**src/rtl/crc_engine_if.sv**
```systemverilog
// Stream and result bundle for crc_engine.
// master drives beats; slave returns CRC and status.
interface crc_engine_if #(
   parameter int CRC_W = 16,
   parameter int DIN_W = 8
);
   logic             start_i;
   logic [DIN_W-1:0] din_i;
   logic             din_vld_i;
   logic             din_last_i;
   logic [CRC_W-1:0] crc_o;
   logic             crc_vld_o;
   logic             chk_ok_o;
   logic             busy_o;
   logic             err_o;

   modport master (
      output start_i,
      output din_i,
      output din_vld_i,
      output din_last_i,
      input  crc_o,
      input  crc_vld_o,
      input  chk_ok_o,
      input  busy_o,
      input  err_o
   );

   modport slave (
      input  start_i,
      input  din_i,
      input  din_vld_i,
      input  din_last_i,
      output crc_o,
      output crc_vld_o,
      output chk_ok_o,
      output busy_o,
      output err_o
   );
endinterface

```
**src/rtl/crc_engine.sv**
```systemverilog
// Parametrised multi-bit-per-cycle CRC generator/checker
// with frame control, residue check and protocol-error flag.
module crc_engine #(
   parameter int               CRC_W       = 16,
   parameter logic [CRC_W-1:0] POLY        = 16'h8005,
   parameter logic [CRC_W-1:0] INIT        = 16'hFFFF,
   parameter logic [CRC_W-1:0] XOR_OUT     = 16'hFFFF,
   parameter int               DIN_W       = 8,
   parameter bit               REFLECT_IN  = 1'b1,
   parameter bit               REFLECT_OUT = 1'b1,
   parameter logic [CRC_W-1:0] RESIDUE     = 16'h800D
) (
   input logic         clk,
   input logic         reset_l,
   crc_engine_if.slave bus
);

   localparam logic [1:0] IDLE = 2'd0;
   localparam logic [1:0] RUN  = 2'd1;
   localparam logic [1:0] DONE = 2'd2;

   logic [1:0]       state;
   logic [1:0]       state_nxt;
   logic [CRC_W-1:0] crc_q;
   logic [CRC_W-1:0] crc_base;
   logic [CRC_W-1:0] crc_step;
   logic [CRC_W-1:0] crc_nxt;
   logic [CRC_W-1:0] crc_out;
   logic             chk_ok;
   logic             err_q;
   logic             take;
   logic             fin;
   logic             bad;

   function automatic logic [CRC_W-1:0] step(
      input logic [CRC_W-1:0] r,
      input logic [DIN_W-1:0] d
   );
      logic [CRC_W-1:0] c;
      logic             b;
      logic             fb;
      c = r;
      for (int i = 0; i < DIN_W; i++) begin
         b  = REFLECT_IN ? d[i] : d[DIN_W-1-i];
         fb = c[CRC_W-1] ^ b;
         c  = {c[CRC_W-2:0], 1'b0} ^ (fb ? POLY : '0);
      end
      return c;
   endfunction

   function automatic logic [CRC_W-1:0] bitrev(
      input logic [CRC_W-1:0] r
   );
      logic [CRC_W-1:0] o;
      for (int i = 0; i < CRC_W; i++)
         o[i] = r[CRC_W-1-i];
      return o;
   endfunction

   // A start always rebases on INIT, even when it aborts a frame.
   always_comb begin
      crc_base = bus.start_i ? INIT : crc_q;
      crc_step = step(crc_base, bus.din_i);
      take     = bus.din_vld_i &
                 (bus.start_i | (state == RUN));
      fin      = take & bus.din_last_i;
      bad      = bus.din_vld_i & ~bus.start_i &
                 (state != RUN);
      crc_nxt  = take ? crc_step : crc_base;
   end

   always_comb begin
      state_nxt = state;
      if (fin)
         state_nxt = DONE;
      else if (bus.start_i)
         state_nxt = RUN;
      else if (state != RUN)
         state_nxt = IDLE;
   end

   always_ff @(posedge clk or negedge reset_l) begin
      if (!reset_l) begin
         state   <= IDLE;
         crc_q   <= INIT;
         crc_out <= '0;
         chk_ok  <= 1'b0;
         err_q   <= 1'b0;
      end else begin
         state <= state_nxt;
         crc_q <= crc_nxt;
         err_q <= bad;
         if (fin) begin
            crc_out <= (REFLECT_OUT ? bitrev(crc_nxt)
                                    : crc_nxt) ^ XOR_OUT;
            chk_ok  <= (crc_nxt == RESIDUE);
         end else if (bus.start_i) begin
            crc_out <= '0;
            chk_ok  <= 1'b0;
         end
      end
   end

   assign bus.crc_o     = crc_out;
   assign bus.chk_ok_o  = chk_ok;
   assign bus.crc_vld_o = (state == DONE);
   assign bus.busy_o    = (state == RUN);
   assign bus.err_o     = err_q;

endmodule
```
**src/flat_wrapper.sv**
```systemverilog
// flat-port wrapper written by rule: the top's interface ports become plain ports
module crc_engine_flat 
#(
   parameter int               CRC_W       = 16,
   parameter logic [CRC_W-1:0] POLY        = 16'h8005,
   parameter logic [CRC_W-1:0] INIT        = 16'hFFFF,
   parameter logic [CRC_W-1:0] XOR_OUT     = 16'hFFFF,
   parameter int               DIN_W       = 8,
   parameter bit               REFLECT_IN  = 1'b1,
   parameter bit               REFLECT_OUT = 1'b1,
   parameter logic [CRC_W-1:0] RESIDUE     = 16'h800D
)
  (clk, reset_l, bus_start_i, bus_din_i, bus_din_vld_i, bus_din_last_i, bus_crc_o, bus_crc_vld_o, bus_chk_ok_o, bus_busy_o, bus_err_o);
  crc_engine_if #(.CRC_W(CRC_W), .DIN_W(DIN_W)) bus_i ();
  input logic clk;
  input logic reset_l;
  input wire logic [$bits(bus_i.start_i)-1:0] bus_start_i;
  input wire logic [$bits(bus_i.din_i)-1:0] bus_din_i;
  input wire logic [$bits(bus_i.din_vld_i)-1:0] bus_din_vld_i;
  input wire logic [$bits(bus_i.din_last_i)-1:0] bus_din_last_i;
  output wire logic [$bits(bus_i.crc_o)-1:0] bus_crc_o;
  output wire logic [$bits(bus_i.crc_vld_o)-1:0] bus_crc_vld_o;
  output wire logic [$bits(bus_i.chk_ok_o)-1:0] bus_chk_ok_o;
  output wire logic [$bits(bus_i.busy_o)-1:0] bus_busy_o;
  output wire logic [$bits(bus_i.err_o)-1:0] bus_err_o;
  assign bus_i.start_i = bus_start_i;
  assign bus_i.din_i = bus_din_i;
  assign bus_i.din_vld_i = bus_din_vld_i;
  assign bus_i.din_last_i = bus_din_last_i;
  assign bus_crc_o = bus_i.crc_o;
  assign bus_crc_vld_o = bus_i.crc_vld_o;
  assign bus_chk_ok_o = bus_i.chk_ok_o;
  assign bus_busy_o = bus_i.busy_o;
  assign bus_err_o = bus_i.err_o;
  crc_engine #(.CRC_W(CRC_W), .POLY(POLY), .INIT(INIT), .XOR_OUT(XOR_OUT), .DIN_W(DIN_W), .REFLECT_IN(REFLECT_IN), .REFLECT_OUT(REFLECT_OUT), .RESIDUE(RESIDUE)) u_core (.clk(clk), .reset_l(reset_l), .bus(bus_i));
endmodule
```
**config.mk**
```make
export PLATFORM = sky130hd
export DESIGN_NAME = crc_engine_flat
export DESIGN_NICKNAME = d
export VERILOG_FILES = /design/src/rtl/crc_engine_if.sv /design/src/rtl/crc_engine.sv /design/src/flat_wrapper.sv
export SDC_FILE = /design/constraint.sdc
export NUM_CORES = 1
export LEC_CHECK = 0
export ABC_AREA = 0
export CORE_MARGIN = 4
export CORE_UTILIZATION = 54
export CTS_BUF_LIST = sky130_fd_sc_hd__clkbuf_4 sky130_fd_sc_hd__clkbuf_8
export CTS_CLUSTER_SIZE = 24
export DETAILED_ROUTE_END_ITERATION = 10
export PLACE_DENSITY_LB_ADDON = 0.08
export SLEW_MARGIN = 20
export SYNTH_ARGS = -nofsm -noshare
export SYNTH_HDL_FRONTEND = slang
export SYNTH_SLANG_ARGS = --single-unit
```
**constraint.sdc**
```tcl
create_clock -name clk -period 2.7 [get_ports clk]
set_input_delay 0.405 -clock clk [delete_from_list [all_inputs] [get_ports clk]]
set_output_delay 0.405 -clock clk [all_outputs]
set_load 0.02 [all_outputs]
```
Word level (Yosys, flattened, before mapping)
Index checks and enable logic that the tools add are counted.
{ "op_classes": {"add_sub_neg": 0, "mul": 0, "div_mod_pow": 0, "magnitude_cmp": 0, "eq_ne": 4, "n_shift": 0, "mux": 17, "bitwise_logic": 23, "n_reduce_logical": 2} }
{ "op_table": {"columns": ["operator", "count"], "rows": [
  ["2-to-1 mux 16 bit", 12],
  ["XOR 16 bit", 8],
  ["== test 16 bit, second input constant", 1],
  ["inverter 16 bit", 1],
  ["XOR 1 bit", 8],
  ["2-to-1 mux 2 bit", 3],
  ["bitwise AND 1 bit", 4],
  ["nonzero test 3 bit", 1],
  ["== test 2 x 1 -> 1 bit, second input constant", 1],
  ["== test 2 bit, second input constant", 1],
  ["2-to-1 mux 1 bit", 2],
  ["inequality test 2 x 1 -> 1 bit, second input constant", 1],
  ["nonzero test 2 bit", 1],
  ["inverter 1 bit", 1],
  ["OR 1 bit", 1]
]} }
{ "word_totals": {"reg_bits": 36, "latchBits": 0, "ram_bits": 0, "mem_bits_ro": 0, "output_inout_bits": 20, "word_cells": 51, "mem_count": 0} }

Depth between registers and ports, before layout
{ "depth": {"ltp_word": 28, "depth_mapped": 9, "mapped_depth_nobuf": 8} }

Least setup slack after synthesis
Ideal clock, no wire load.
{ "synth_path": {"kind": "reg2reg", "from": "register u_core.crc_q[11]", "to": "register u_core.crc_out[0] (netlist: u_core.bus.crc_o[0])", "arrival_ns": 2.013, "required_ns": 2.619, "path_slack_ns": 0.606, "stages_incl_launch_ff": 8, "path_cell_list": "dfstp_2 xnor2_1 nor2_1 xnor2_1 xnor3_2 xor2_1 o31a_1 o22ai_2"} }
{ "synth_via": {"elab_chain_len": 20} }
{ "synth_rtl": {"columns": ["item", "line", "rtl"], "rows": [
  ["start: declaration", "crc_engine.sv:24", "logic [CRC_W-1:0] crc_q;"],
  ["start signal: assignment", "crc_engine.sv:91", "crc_q <= crc_nxt;"],
  ["2-to-1 mux 16 bit", "crc_engine.sv:62", "crc_base = bus.start_i ? INIT : crc_q;"],
  ["XOR 16 bit (4 in a row)", "crc_engine.sv:46", "c = {c[CRC_W-2:0], 1'b0} ^ (fb ? POLY : '0);"],
  ["XOR 1 bit", "crc_engine.sv:45", "fb = c[CRC_W-1] ^ b;"],
  ["2-to-1 mux 16 bit", "crc_engine.sv:46", null],
  ["XOR 16 bit", "crc_engine.sv:46", null],
  ["XOR 1 bit", "crc_engine.sv:45", null],
  ["2-to-1 mux 16 bit", "crc_engine.sv:46", null],
  ["XOR 16 bit", "crc_engine.sv:46", null],
  ["XOR 1 bit", "crc_engine.sv:45", null],
  ["2-to-1 mux 16 bit", "crc_engine.sv:46", null],
  ["XOR 16 bit", "crc_engine.sv:46", null],
  ["XOR 1 bit", "crc_engine.sv:45", null],
  ["2-to-1 mux 16 bit", "crc_engine.sv:46", null],
  ["XOR 16 bit", "crc_engine.sv:46", null],
  ["2-to-1 mux 16 bit", "crc_engine.sv:69", "crc_nxt = take ? crc_step : crc_base;"],
  ["inverter 16 bit (no line)", null, null],
  ["2-to-1 mux 16 bit", "crc_engine.sv:93", "if (fin) begin"],
  ["end signal: assignment", "crc_engine.sv:94", "crc_out <= (REFLECT_OUT ? bitrev(crc_nxt)"],
  ["end: declaration", "crc_engine.sv:28", "logic [CRC_W-1:0] crc_out;"]
]} }
Every way passes these cells.
A chain may end at the register's enable or synchronous reset.

Worst setup path in the final report
{ "layout_path": {"from": "input bus_din_i[2]", "to": "register u_core.chk_ok (netlist: u_core.bus.chk_ok_o)"} }
{ "layout_via": {"elab_chain_len": 21} }
{ "layout_rtl": {"columns": ["item", "line", "rtl"], "rows": [
  ["start: declaration", "flat_wrapper.sv:18", "input wire logic [$bits(bus_i.din_i)-1:0] bus_din_i;"],
  ["XOR 1 bit *", "crc_engine.sv:45", null],
  ["2-to-1 mux 16 bit *", "crc_engine.sv:46", null],
  ["XOR 16 bit *", "crc_engine.sv:46", null],
  ["XOR 1 bit", "crc_engine.sv:45", null],
  ["2-to-1 mux 16 bit", "crc_engine.sv:46", null],
  ["XOR 16 bit *", "crc_engine.sv:46", null],
  ["XOR 1 bit", "crc_engine.sv:45", null],
  ["2-to-1 mux 16 bit", "crc_engine.sv:46", null],
  ["(+5 left out)", null, null],
  ["2-to-1 mux 16 bit", "crc_engine.sv:46", null],
  ["XOR 16 bit *", "crc_engine.sv:46", null],
  ["XOR 1 bit", "crc_engine.sv:45", null],
  ["2-to-1 mux 16 bit", "crc_engine.sv:46", null],
  ["XOR 16 bit *", "crc_engine.sv:46", null],
  ["2-to-1 mux 16 bit *", "crc_engine.sv:69", null],
  ["== test 16 bit *", "crc_engine.sv:96", "chk_ok <= (crc_nxt == RESIDUE);"],
  ["2-to-1 mux 1 bit *", "crc_engine.sv:93", null],
  ["end signal: assignment", "crc_engine.sv:96", null],
  ["end: declaration", "crc_engine.sv:29", "logic chk_ok;"]
]} }
Every way passes the cells marked *; elsewhere a longest branch is shown, timed or not.

==> impl_results.md <==
* GRT overflow at 0
* Power density over the cells at 836 mW/mm^2
* Net Sw Frac at 31.2%
* Post-route insts no fill at 280
* Clock transition at path regs at 0.11 ns
* Worst Path Buf+Inv at 1
* Post-synth EDFFs at 0
* Number of H-tree levels at 2
* Post-DRT Antenna Nets at 0
* TritonCTS clock tree: built
* Die Area at 0.00453 sq mm
* Comb pwr share at a little over a third
* Dpl cells at 272
* Syn avg cell area at 9.69 sq um
* Post-synth top area share at 26.4%
* Critical path type: in -> reg
* DRC Markers at 0
* Crit-path cells: clkdlybuf4s50_1 -> xnor2_1 -> xnor2_1 -> xnor2_1 -> xnor3_2 -> o22ai_1 -> nor4bb_1 -> a31o_1
* Status: complete, no violations
* Synthesis-to-finish area growth at 28.1%
* Cell Int Power at 1.40 mW
* 1st-pass router iterations at 4
* Final Core Density at 72.4%
* Crit path launch type: input port
* Clock Sinks at 36
* Initial core utilization at 56.5%
* Clock Latency Late Sink at 0.34 ns
* Mapped Cells at between 150 and 200
* Row cnt at 21
* Synth Register Bits at 36
* Flop pwr share at 37.4%
* Slew margin rel. at 69.2%
* Core ar. at 0.00336 sq mm
* Overall power at 2.03 mW
* TritonCTS Buffers at 5
* Nets at 246
* Reg area at 921 sq um
* Psw at 635 uW
* Largest net degree at the start of global routing at 41
* # setup viols final at 0
* Gates resized, CTS repair at 0
* Clock root buffer master: clkbuf_4
* Multi-input logic area at ~920 sq um
* # fillers at between 200 and 300
* Syn nets at 209
* Final WS setup at 0.253 ns
* Ant diodes at 0
* Critical Path AT at 2.73 ns
* Netlist cell types at 34
* WHS at 0.462 ns
* Static leakage at 0.990 nW
* Worst setup EP type: flip-flop
* VDD IR-drop max at 672 uV
* Die Height at 67.3 um
* Hold_buf cts at 0
* Post-synth top cells: xnor2_1 (25), nor2_1 (24), nand2_1 (22)
* Drt total wl at 4540 um
* Ys async rst share at 100%
* Cell Area, Synth at roughly 0.0019 sq mm
* Share of cells above drive strength 1 at 17.1%
* Vias in the first global route at approximately 1600
* Hold/Removal Path Class: in -> async
* Pre-CTS setup slack at -0.0292 ns
* Clk pwr share at between 20% and 30%
* Starting DRT DRC Count at ~100
* Post-DP HPWL at 3300 um
* Boundary Pins at 33
* Share of the yosys chip area belonging to registers at between 40% and 50%
* All-Layer GR Usage at 22.9%
* Worst-Margin Slew at about 0.46 ns
* Final hold violation count at 0
* Most used cell, CP: xnor2_1
* Setup Skew at ~0.0070 ns
* Final Wtd Congestion at 0.841
* Area leader, netlist: dfrtp_1
* Max-cap violations at 0
* Highest clock rate at a little over 0.4 GHz
* First-pass GRT wire length at 7700 um
* Vias at 1536
* CTS max path bufs at 2
* Required time of the worst setup path at 2.98 ns
* CP delay by family, top: XOR/XNOR gates
* IO Port Bufs at 32
* Tcrit/Tclk final at 90.6%
* Minimum clock period at ~2.4 ns
* Post-synth top flop: dfrtp_1
* Via density at 5.49
* # Post-CTS Setup Buffers at 0
* RSZ-0062 raised after global routing: false
* Crit path max fanout at 5
* CP peak stage delay at 0.46 ns
* Final Slew Violations at 0
* Synth area leaders: dfrtp_1 (26%), dfstp_2 (22%), xnor2_1 (12%)
* Count leader, synth: xnor2_1
* DIE WIDTH at about 67 um
* CP max-delay cell: clkdlybuf4s50_1
* Yosys warns at 0
* Antenna violations before repair at 0
* Wire per inst at about 16 um
==> state kept, by name, summed over array words and instances, names as in the netlist <==
| register | flops |
|---|---|
| u_core.bus.chk_ok_o | 1 |
| u_core.bus.crc_o | 16 |
| u_core.bus.err_o | 1 |
| u_core.crc_q | 16 |
| u_core.state | 2 |
==> final cells by class <==
type,instances,share of cell area [%]
Clock buffer,5,1.54
Sequential cell,36,37.8
Tap cell,46,2.37
Multi-Input combinational cell,148,37.9
Clock inverter,3,3.70
Timing Repair Buffer,41,16.5
Inverter,1,0.154
==> per-stage QoR <==
step | TNS, ns | cell area [sq um]
CTS | 0 | 2430
global placement | 0 | 2310
floorplan | 0 | 1900
finish | 0 | 2430
global route | 0 | 2430
detailed placement | -0.0292 | 2310
==> worst reg2reg max path, delay by kind of cell (launching register included) <==
kind / cells / cell delay (ns)
XOR/XNOR: 3 / 0.88
flip-flops: 1 / 0.58
AND/OR/NAND/NOR: 2 / 0.49
AO/OA/AOI/OAI: 2 / 0.40
==> cells in the final DEF, fill, tap and decap left out, types with 2 or more instances in the layout <==
cell and instances:
o21ai_0 6, xor2_1 7, nor3_1 2, nor2_1 24, nand2_1 22, nand3_1 2
o22a_1 2, buf_4 8, dfrtp_1 20, o21ai_1 13, and2_1 3, dfstp_2 16
nand3b_1 14, clkbuf_4 5, nor2b_1 3, a21oi_1 9, xnor2_1 25, nor4_1 2
bufinv_16 3, clkdlybuf4s50_1 32
==> cells by family after synthesis <==
group	after synthesis	synth area share [%]
DFF	36	48.5
AOI/OAI and AO/OA	37	11.5
xor gates and xnor gates	34	16.9
buffers and inverters	12	2.90
and+or+nand+nor	77	20.2
==> power by group through the flow <==
| stage | clock (mW) | combinational (mW) | sequential, mW |
|---|---|---|---|
| after floorplan | 0 | 0.433 | 0.784 |
| after global placement | 0 | 0.687 | 0.760 |
| after detailed placement | 0 | 0.701 | 0.767 |
| after CTS | 0.577 | 0.711 | 0.758 |
| after global routing | 0.603 | 0.771 | 0.773 |
| final | 0.564 | 0.710 | 0.760 |
==> final timing paths <==
check                      cells past startpoint  slack, ns                              from                          endpoint
max                                            8       0.25                      bus_din_i[2]   u_core.bus.chk_ok_o$_DFFE_PN0P_
min                                            2       0.46                           reset_l  u_core.bus.crc_o[10]$_DFFE_PN0P_
max reg2reg                                    7       0.30        u_core.crc_q[10]$_DFF_PN1_   u_core.bus.chk_ok_o$_DFFE_PN0P_
min reg2reg                                    2       0.50  u_core.bus.crc_o[15]$_DFFE_PN0P_  u_core.bus.crc_o[15]$_DFFE_PN0P_
max in group asynchronous                      2       1.90                           reset_l         u_core.crc_q[9]$_DFF_PN1_
min in group clk                               2       0.50  u_core.bus.crc_o[15]$_DFFE_PN0P_  u_core.bus.crc_o[15]$_DFFE_PN0P_
==> metal layers <==
metal	global-route usage, %	wire (um)	up-vias
met2	35.2	2070	58
met3	5.49	261	12
met5	0	0	-
li1	-	-	732
met4	8.86	116	0
met1	31.1	2100	734
(Power assumes the default switching activity.)
